==> src/rtl/csr_pkg.sv <==
// Shared machine-mode CSR definitions: addresses, mstatus/mie/mip bit positions,
// trap cause codes and the CSR read-modify-write op encoding.
package csr_pkg;

    localparam logic [11:0] CSR_MSTATUS  = 12'h300;
    localparam logic [11:0] CSR_MIE      = 12'h304;
    localparam logic [11:0] CSR_MTVEC    = 12'h305;
    localparam logic [11:0] CSR_MSCRATCH = 12'h340;
    localparam logic [11:0] CSR_MEPC     = 12'h341;
    localparam logic [11:0] CSR_MCAUSE   = 12'h342;
    localparam logic [11:0] CSR_MIP      = 12'h344;
    localparam logic [11:0] CSR_MCYCLE   = 12'hB00;
    localparam logic [11:0] CSR_MINSTRET = 12'hB02;

    localparam int MSTATUS_MIE    = 3;
    localparam int MSTATUS_MPIE   = 7;
    localparam int MSTATUS_MPP_HI = 12;
    localparam int MSTATUS_MPP_LO = 11;
    localparam int MIE_MTIE       = 7;
    localparam int MIP_MTIP       = 7;

    localparam logic [1:0] PRIV_M              = 2'b11;
    localparam logic [1:0] MTVEC_MODE_VECTORED = 2'b01;

    localparam logic [4:0] CAUSE_ECALL_M = 5'd11;
    localparam logic [4:0] CAUSE_MTI     = 5'd7;

    // func3[1:0]; func3[2] selects the zero-extended immediate source
    typedef enum logic [1:0] {
        CSR_OP_NONE  = 2'b00,
        CSR_OP_WRITE = 2'b01,
        CSR_OP_SET   = 2'b10,
        CSR_OP_CLEAR = 2'b11
    } csr_op_e;

    function automatic logic csr_addr_valid(input logic [11:0] addr);
        logic ok;
        case (addr)
            CSR_MSTATUS, CSR_MIE, CSR_MTVEC, CSR_MSCRATCH, CSR_MEPC,
            CSR_MCAUSE, CSR_MIP, CSR_MCYCLE, CSR_MINSTRET: ok = 1'b1;
            default:                                       ok = 1'b0;
        endcase
        return ok;
    endfunction

endpackage

==> src/rtl/csr_rmw.sv <==
// Combinational CSR read-modify-write: source select, write/set/clear and the
// write-suppress flag for set/clear with a zero source.
module csr_rmw
    import csr_pkg::*;
#(
    parameter int XLEN = 64
) (
    input  logic [2:0]      func3,
    input  logic [4:0]      rs1_idx,
    input  logic [XLEN-1:0] rs1_val,
    input  logic [XLEN-1:0] old_val,
    output logic [XLEN-1:0] new_val,
    output logic            we
);

    logic [XLEN-1:0] src_s;

    // Source select followed by the op-specific update
    always_comb begin
        src_s   = func3[2] ? {{(XLEN-5){1'b0}}, rs1_idx} : rs1_val;
        new_val = old_val;
        we      = 1'b0;
        case (csr_op_e'(func3[1:0]))
            CSR_OP_WRITE: begin
                new_val = src_s;
                we      = 1'b1;
            end
            CSR_OP_SET: begin
                new_val = old_val | src_s;
                we      = |src_s;
            end
            CSR_OP_CLEAR: begin
                new_val = old_val & ~src_s;
                we      = |src_s;
            end
            default: begin
                new_val = old_val;
                we      = 1'b0;
            end
        endcase
    end

endmodule

==> src/rtl/csr_trap_unit.sv <==
// Machine-mode CSR file with ecall/mret/timer-interrupt trap sequencing,
// registered rd writeback and a combinational fetch redirect.
module csr_trap_unit
    import csr_pkg::*;
#(
    parameter int          XLEN         = 64,
    parameter logic [63:0] MSTATUS_RST  = 64'ha00001800,
    parameter logic [63:0] MTVEC_RST    = 64'h0,
    parameter int          HAS_COUNTERS = 1
) (
    input  logic            clk,
    input  logic            rst_n,
    input  logic            en,
    input  logic            csrr,
    input  logic            ecall,
    input  logic            mret,
    input  logic            retire,
    input  logic [2:0]      func3,
    input  logic [11:0]     csr_a,
    input  logic [4:0]      rs1_idx,
    input  logic [XLEN-1:0] rs1_val,
    input  logic [XLEN-1:0] pc,
    input  logic [4:0]      rd_a,
    input  logic            rd_w,
    input  logic            timer_irq,
    output logic [XLEN-1:0] rd_o,
    output logic            rd_w_o,
    output logic [4:0]      rd_a_o,
    output logic            illegal_o,
    output logic            jup,
    output logic [XLEN-1:0] jup_addr
);

    localparam logic [XLEN-1:0] XLEN_ONE = {{(XLEN-1){1'b0}}, 1'b1};
    localparam logic            CNT_EN   = (HAS_COUNTERS != 0);

    logic [XLEN-1:0] mstatus_q, mstatus_d;
    logic [XLEN-1:0] mie_q, mie_d;
    logic [XLEN-1:0] mtvec_q, mtvec_d;
    logic [XLEN-1:0] mscratch_q, mscratch_d;
    logic [XLEN-1:0] mepc_q, mepc_d;
    logic [XLEN-1:0] mcause_q, mcause_d;
    logic [XLEN-1:0] mcycle_q, mcycle_d;
    logic [XLEN-1:0] minstret_q, minstret_d;
    logic [XLEN-1:0] rd_q, rd_d;
    logic            rd_w_q, rd_w_d;
    logic [4:0]      rd_a_q, rd_a_d;
    logic            illegal_q, illegal_d;

    logic [XLEN-1:0] old_s, mip_s, rmw_new_s, trap_base_s;
    logic            rmw_we_s, addr_ok_s;
    logic            irq_take_s, ecall_take_s, mret_take_s, exec_s, illegal_s, csr_wr_s;

    csr_rmw #(.XLEN(XLEN)) u_rmw (
        .func3   (func3),
        .rs1_idx (rs1_idx),
        .rs1_val (rs1_val),
        .old_val (old_s),
        .new_val (rmw_new_s),
        .we      (rmw_we_s)
    );

    // CSR read mux; the value returned is always the pre-write state
    always_comb begin
        mip_s           = {XLEN{1'b0}};
        mip_s[MIP_MTIP] = timer_irq;
        addr_ok_s       = csr_addr_valid(csr_a);
        case (csr_a)
            CSR_MSTATUS:  old_s = mstatus_q;
            CSR_MIE:      old_s = mie_q;
            CSR_MTVEC:    old_s = mtvec_q;
            CSR_MSCRATCH: old_s = mscratch_q;
            CSR_MEPC:     old_s = mepc_q;
            CSR_MCAUSE:   old_s = mcause_q;
            CSR_MIP:      old_s = mip_s;
            CSR_MCYCLE:   old_s = mcycle_q;
            CSR_MINSTRET: old_s = minstret_q;
            default:      old_s = {XLEN{1'b0}};
        endcase
    end

    // Priority decode: interrupt > ecall > mret > CSR op
    always_comb begin
        irq_take_s   = en & mstatus_q[MSTATUS_MIE] & mie_q[MIE_MTIE] & timer_irq;
        ecall_take_s = en & ecall & ~irq_take_s;
        mret_take_s  = en & mret & ~ecall & ~irq_take_s;
        exec_s       = en & ~irq_take_s;
        illegal_s    = exec_s & csrr & ~addr_ok_s;
        csr_wr_s     = exec_s & csrr & addr_ok_s & ~ecall & ~mret & rmw_we_s;
    end

    // Redirect to fetch; dropped while reset is asserted
    always_comb begin
        trap_base_s = {mtvec_q[XLEN-1:2], 2'b00};
        jup         = rst_n & (irq_take_s | ecall_take_s | mret_take_s);
        if (mret_take_s) begin
            jup_addr = mepc_q;
        end else if (irq_take_s && (mtvec_q[1:0] == MTVEC_MODE_VECTORED)) begin
            jup_addr = trap_base_s + {{(XLEN-7){1'b0}}, CAUSE_MTI, 2'b00};
        end else begin
            jup_addr = trap_base_s;
        end
    end

    // CSR next-state: counters, then CSR write, then trap entry/exit
    always_comb begin
        mstatus_d  = mstatus_q;
        mie_d      = mie_q;
        mtvec_d    = mtvec_q;
        mscratch_d = mscratch_q;
        mepc_d     = mepc_q;
        mcause_d   = mcause_q;
        mcycle_d   = CNT_EN ? (mcycle_q + XLEN_ONE) : mcycle_q;
        if (CNT_EN && exec_s && retire) begin
            minstret_d = minstret_q + XLEN_ONE;
        end else begin
            minstret_d = minstret_q;
        end

        if (csr_wr_s) begin
            case (csr_a)
                CSR_MSTATUS:  mstatus_d  = rmw_new_s;
                CSR_MIE:      mie_d      = rmw_new_s;
                CSR_MTVEC:    mtvec_d    = rmw_new_s;
                CSR_MSCRATCH: mscratch_d = rmw_new_s;
                CSR_MEPC:     mepc_d     = {rmw_new_s[XLEN-1:2], 2'b00};
                CSR_MCAUSE:   mcause_d   = rmw_new_s;
                CSR_MCYCLE:   mcycle_d   = CNT_EN ? rmw_new_s : mcycle_q;
                CSR_MINSTRET: minstret_d = CNT_EN ? rmw_new_s : minstret_q;
                default:      mstatus_d  = mstatus_q;
            endcase
        end else begin
            mstatus_d = mstatus_q;
        end

        if (irq_take_s || ecall_take_s) begin
            mepc_d                                  = pc;
            mcause_d                                = irq_take_s
                ? {1'b1, {(XLEN-6){1'b0}}, CAUSE_MTI}
                : {{(XLEN-5){1'b0}}, CAUSE_ECALL_M};
            mstatus_d[MSTATUS_MPIE]                 = mstatus_q[MSTATUS_MIE];
            mstatus_d[MSTATUS_MIE]                  = 1'b0;
            mstatus_d[MSTATUS_MPP_HI:MSTATUS_MPP_LO] = PRIV_M;
        end else if (mret_take_s) begin
            mstatus_d[MSTATUS_MIE]                  = mstatus_q[MSTATUS_MPIE];
            mstatus_d[MSTATUS_MPIE]                 = 1'b1;
            mstatus_d[MSTATUS_MPP_HI:MSTATUS_MPP_LO] = PRIV_M;
        end else begin
            mepc_d = mepc_d;
        end
    end

    // Writeback next-state: rd_o/rd_a_o hold when nothing executes
    always_comb begin
        if (exec_s) begin
            rd_d      = old_s;
            rd_a_d    = rd_a;
            rd_w_d    = rd_w & ~illegal_s;
            illegal_d = illegal_s;
        end else begin
            rd_d      = rd_q;
            rd_a_d    = rd_a_q;
            rd_w_d    = 1'b0;
            illegal_d = 1'b0;
        end
    end

    // State registers with synchronous active-low reset
    always_ff @(posedge clk) begin
        if (!rst_n) begin
            mstatus_q  <= MSTATUS_RST[XLEN-1:0];
            mie_q      <= {XLEN{1'b0}};
            mtvec_q    <= MTVEC_RST[XLEN-1:0];
            mscratch_q <= {XLEN{1'b0}};
            mepc_q     <= {XLEN{1'b0}};
            mcause_q   <= {XLEN{1'b0}};
            mcycle_q   <= {XLEN{1'b0}};
            minstret_q <= {XLEN{1'b0}};
            rd_q       <= {XLEN{1'b0}};
            rd_w_q     <= 1'b0;
            rd_a_q     <= 5'd0;
            illegal_q  <= 1'b0;
        end else begin
            mstatus_q  <= mstatus_d;
            mie_q      <= mie_d;
            mtvec_q    <= mtvec_d;
            mscratch_q <= mscratch_d;
            mepc_q     <= mepc_d;
            mcause_q   <= mcause_d;
            mcycle_q   <= mcycle_d;
            minstret_q <= minstret_d;
            rd_q       <= rd_d;
            rd_w_q     <= rd_w_d;
            rd_a_q     <= rd_a_d;
            illegal_q  <= illegal_d;
        end
    end

    assign rd_o      = rd_q;
    assign rd_w_o    = rd_w_q;
    assign rd_a_o    = rd_a_q;
    assign illegal_o = illegal_q;

endmodule
==> config.mk <==
export PLATFORM = sky130hd
export DESIGN_NAME = csr_trap_unit
export DESIGN_NICKNAME = d
export VERILOG_FILES = /design/src/rtl/csr_pkg.sv /design/src/rtl/csr_rmw.sv /design/src/rtl/csr_trap_unit.sv
export SDC_FILE = /design/constraint.sdc
export NUM_CORES = 2
export LEC_CHECK = 0
export CAP_MARGIN = 20
export CORE_ASPECT_RATIO = 1.1
export CORE_MARGIN = 1.5
export CORE_UTILIZATION = 36
export CTS_CLUSTER_DIAMETER = 200
export DETAILED_ROUTE_END_ITERATION = 16
export REMOVE_ABC_BUFFERS = 1
export SYNTH_ARGS = -nofsm -noshare
export SYNTH_HDL_FRONTEND = slang
export SYNTH_SLANG_ARGS = --single-unit
==> constraint.sdc <==
create_clock -name clk -period 6.93 [get_ports clk]
set_input_delay 1.0395 -clock clk [delete_from_list [all_inputs] [get_ports clk]]
set_output_delay 1.0395 -clock clk [all_outputs]
set_load 0.005 [all_outputs]
==> impl_metrics.json <==
{
  "port-buffer-count": 297,
  "fin_crit_sh_pct": 85.3,
  "h-tree-depth": 3,
  "hold_viol": 0,
  "cts_made_buffers": 69,
  "yosysUniqueCellTypes": 85,
  "num_rows": 112,
  "max_cap_viol_count": 0,
  "syn-mean-instance-area_sq_um": 7.78,
  "layout.nets": 4266,
  "synthFlopType": "dfxtp_1",
  "worst_slack_ns": 1.02,
  "drt-total-wl_mm": 153,
  "status": "finished, final reports clean",
  "core_region_area_sq_um": 84600,
  "fin_cells": 5294,
  "hold_slack_ns": 0.449,
  "grt_pass1_wl_mm": 216,
  "timing.fmax_mhz": 169,
  "hold_start": "mie_q[25]",
  "die_area_sq_um": 87100,
  "timing.rr.end": "mcycle_q[15]",
  "grt_usage_pct": 33.9,
  "worst_hold_path.num_cells": 2,
  "layout_common_cells": "dfxtp_1, nand2_1, a21oi_1",
  "root_buffer": "clkbuf_16",
  "clock_latency_ns": 0.64,
  "synthToLayoutAreaGrowth_pct": 21.5,
  "vias": 33476,
  "critPathArrivalTime_ns": 4.87,
  "cp-end-kind": "primary output",
  "tightestPinTransition_ns": 1.26,
  "cts_setup_buffers": 0,
  "vdd_ir_drop_max_v": 0.000146,
  "yosysTopAreaCell": "dfxtp_1",
  "p_total_mw": 8.00,
  "die_y_microns": 309,
  "dp_slack_ns": 1.17,
  "hold_path.class": "flip-flop to flip-flop",
  "start_util_pct": 36.3,
  "gp_congestion": 0.983,
  "drt_pass1_iterations": 6,
  "post-route-util_pct": 44.1,
  "synth_edf_count": 0,
  "drtIter0Drc": 4563,
  "grt_max_degree": 111,
  "total_leakage_power_nw": 12.5,
  "synth_top_area_share_pct": 38.0,
  "ant_nets": 0,
  "synth-warning-count": 0,
  "async_flop_share_pct": 0,
  "cts_resized": 0,
  "route.detailed.drc": 0,
  "cts_tree": "done",
  "crit_fanout": 9,
  "rr_worst_depth": 7,
  "cts_hold_buf": 0,
  "yosys-top-cells-area": "dfxtp_1, a21oi_1, o21ai_0",
  "power_density_nw_per_um2": 214,
  "maxSlewViolCount": 0,
  "final_common_cell": "dfxtp_1",
  "maxSlewHeadroom_pct": 15.0,
  "ys_ff_latch": 583,
  "skew_ns": 0.0339,
  "gr-total-overflow": 0,
  "antenna_found_initial": 6,
  "setup_violations": 0,
  "rsz0062_at_grt": "false",
  "vias_per_cell": 6.32,
  "cts_sinks": 583,
  "num_io_pins": 298,
  "drive_gt1_share_pct": 8.33,
  "syn-instance-count": 3949,
  "ys_seq_area_share_pct": 38.0,
  "fin_crit_ns": 5.91,
  "reg2reg_slack_ns": 3.36,
  "placed_cells": 5168,
  "netlist_area_sq_um": 30700,
  "cp_data_required_time_ns": 5.89,
  "die_x_microns": 282,
  "grt_pass1_vias": 30592,
  "worst_hold_path.endpoint": "mie_q[25]",
  "crit_type": "input port to primary output",
  "r2r-start": "mstatus_q[3]",
  "cts.path.max_buffers": 3,
  "start_kind": "input port",
  "dp_hpwl_mm": 103,
  "wire_per_inst_microns": 28.8,
  "path_clk_slew_ns": 0.06
}
-- sequential cells by signal (all words and copies together), names as in the netlist, 5 cells and up --
name	count
mcause_q	64
mcycle_q	64
mepc_q	64
mie_q	64
minstret_q	64
mscratch_q	64
mstatus_q	64
mtvec_q	64
rd_a_o	5
rd_o	64
-- worst max-delay path by stage --
stage | slack (ns) | start | endpoint
final | 1.02 | en | jup_addr[63]
after global placement | 1.10 | csr_a[1] | mepc_q[6]
after global routing | 0.98 | en | jup_addr[55]
after detailed placement | 1.17 | en | jup_addr[62]
after CTS | 1.17 | en | jup_addr[62]
after floorplan | -3.38 | csr_a[6] | minstret_q[12]
-- critical path: stages --
cell and delay (ns):
clkdlybuf4s50_1 0.68, and4_4 0.32, nand4b_4 0.22, or4_1 0.63
or3_1 0.67, nor4_2 0.51, xnor2_1 0.11, o21ai_1 0.14
clkdlybuf4s50_1 0.52
-- routing by layer --
metal  up-vias  share of wire [%]  track usage, %
met5         -              0.085           0.780
met1     15966                 39            43.5
li1      14792                  -               -
met3       517                 12            8.72
met2      2193                 43            50.8
met4         8                6.7            20.5
-- cell families after synthesis --
| logic type | count (synthesis) | synth area share [%] |
|---|---|---|
| AOI/OAI and AO/OA | 1314 | 26.9 |
| xor gates and xnor gates | 186 | 5.30 |
| adders and majority gates | 3 | 0.122 |
| buffers and inverters | 400 | 5.26 |
| DFF | 583 | 38.0 |
| muxes | 60 | 2.00 |
| and+or+nand+nor | 1403 | 22.4 |
-- metrics by stage --
stage	cell area [sq um]	TNS (ns)
6_report	37300	0
5_1_grt	37300	0
4_1_cts	37300	0
3_5_place_dp	34900	0
3_3_place_gp	34900	0
2_1_floorplan	29300	-1062.34
-- power by group --
group | leakage (nW) | internal, mW | total (mW) | switching [mW]
registers | 4.71 | 3.38 | 3.41 | 0.0291
clock network | 1.18 | 2.34 | 3.93 | 1.58
logic | 6.58 | 0.214 | 0.665 | 0.452
total | 12.5 | 5.94 | 8.00 | 2.06
-- final cells by class --
type                       count  area, sq um
sequential                   583        11700
clock inverter                24          323
tap                         1140         1430
timing repair buffer         424         3960
fill                        8574        47300
multi-input combinational   2966        17600
clock buffer                  98         2070
antenna                        2         5.00
inverter                      57          219
-- cell usage after synthesis, types with 7 or more instances --
master	n
a2111oi_0	12
a211o_1	8
a211oi_1	99
a211oi_2	12
a21oi_1	410
a221o_1	14
a22o_1	46
a22oi_1	97
a311oi_1	18
a31oi_1	21
and2_1	16
and3_1	41
and4_1	18
buf_1	29
buf_2	45
buf_4	7
clkbuf_1	257
dfxtp_1	583
inv_1	56
mux2_2	12
mux2i_1	48
nand2_1	535
nand3_1	133
nand4_1	186
nor2_1	241
nor2b_1	40
nor3_1	73
nor4_1	61
nor4_2	7
o2111ai_1	26
o211ai_1	8
o21ai_0	403
o21ai_1	15
o221ai_1	10
o22ai_1	11
o2bb2ai_1	45
o31ai_1	11
or3_1	8
or4_1	7
xnor2_1	108
xor2_1	78
Note: power is estimated with default switching activity, not from simulation.
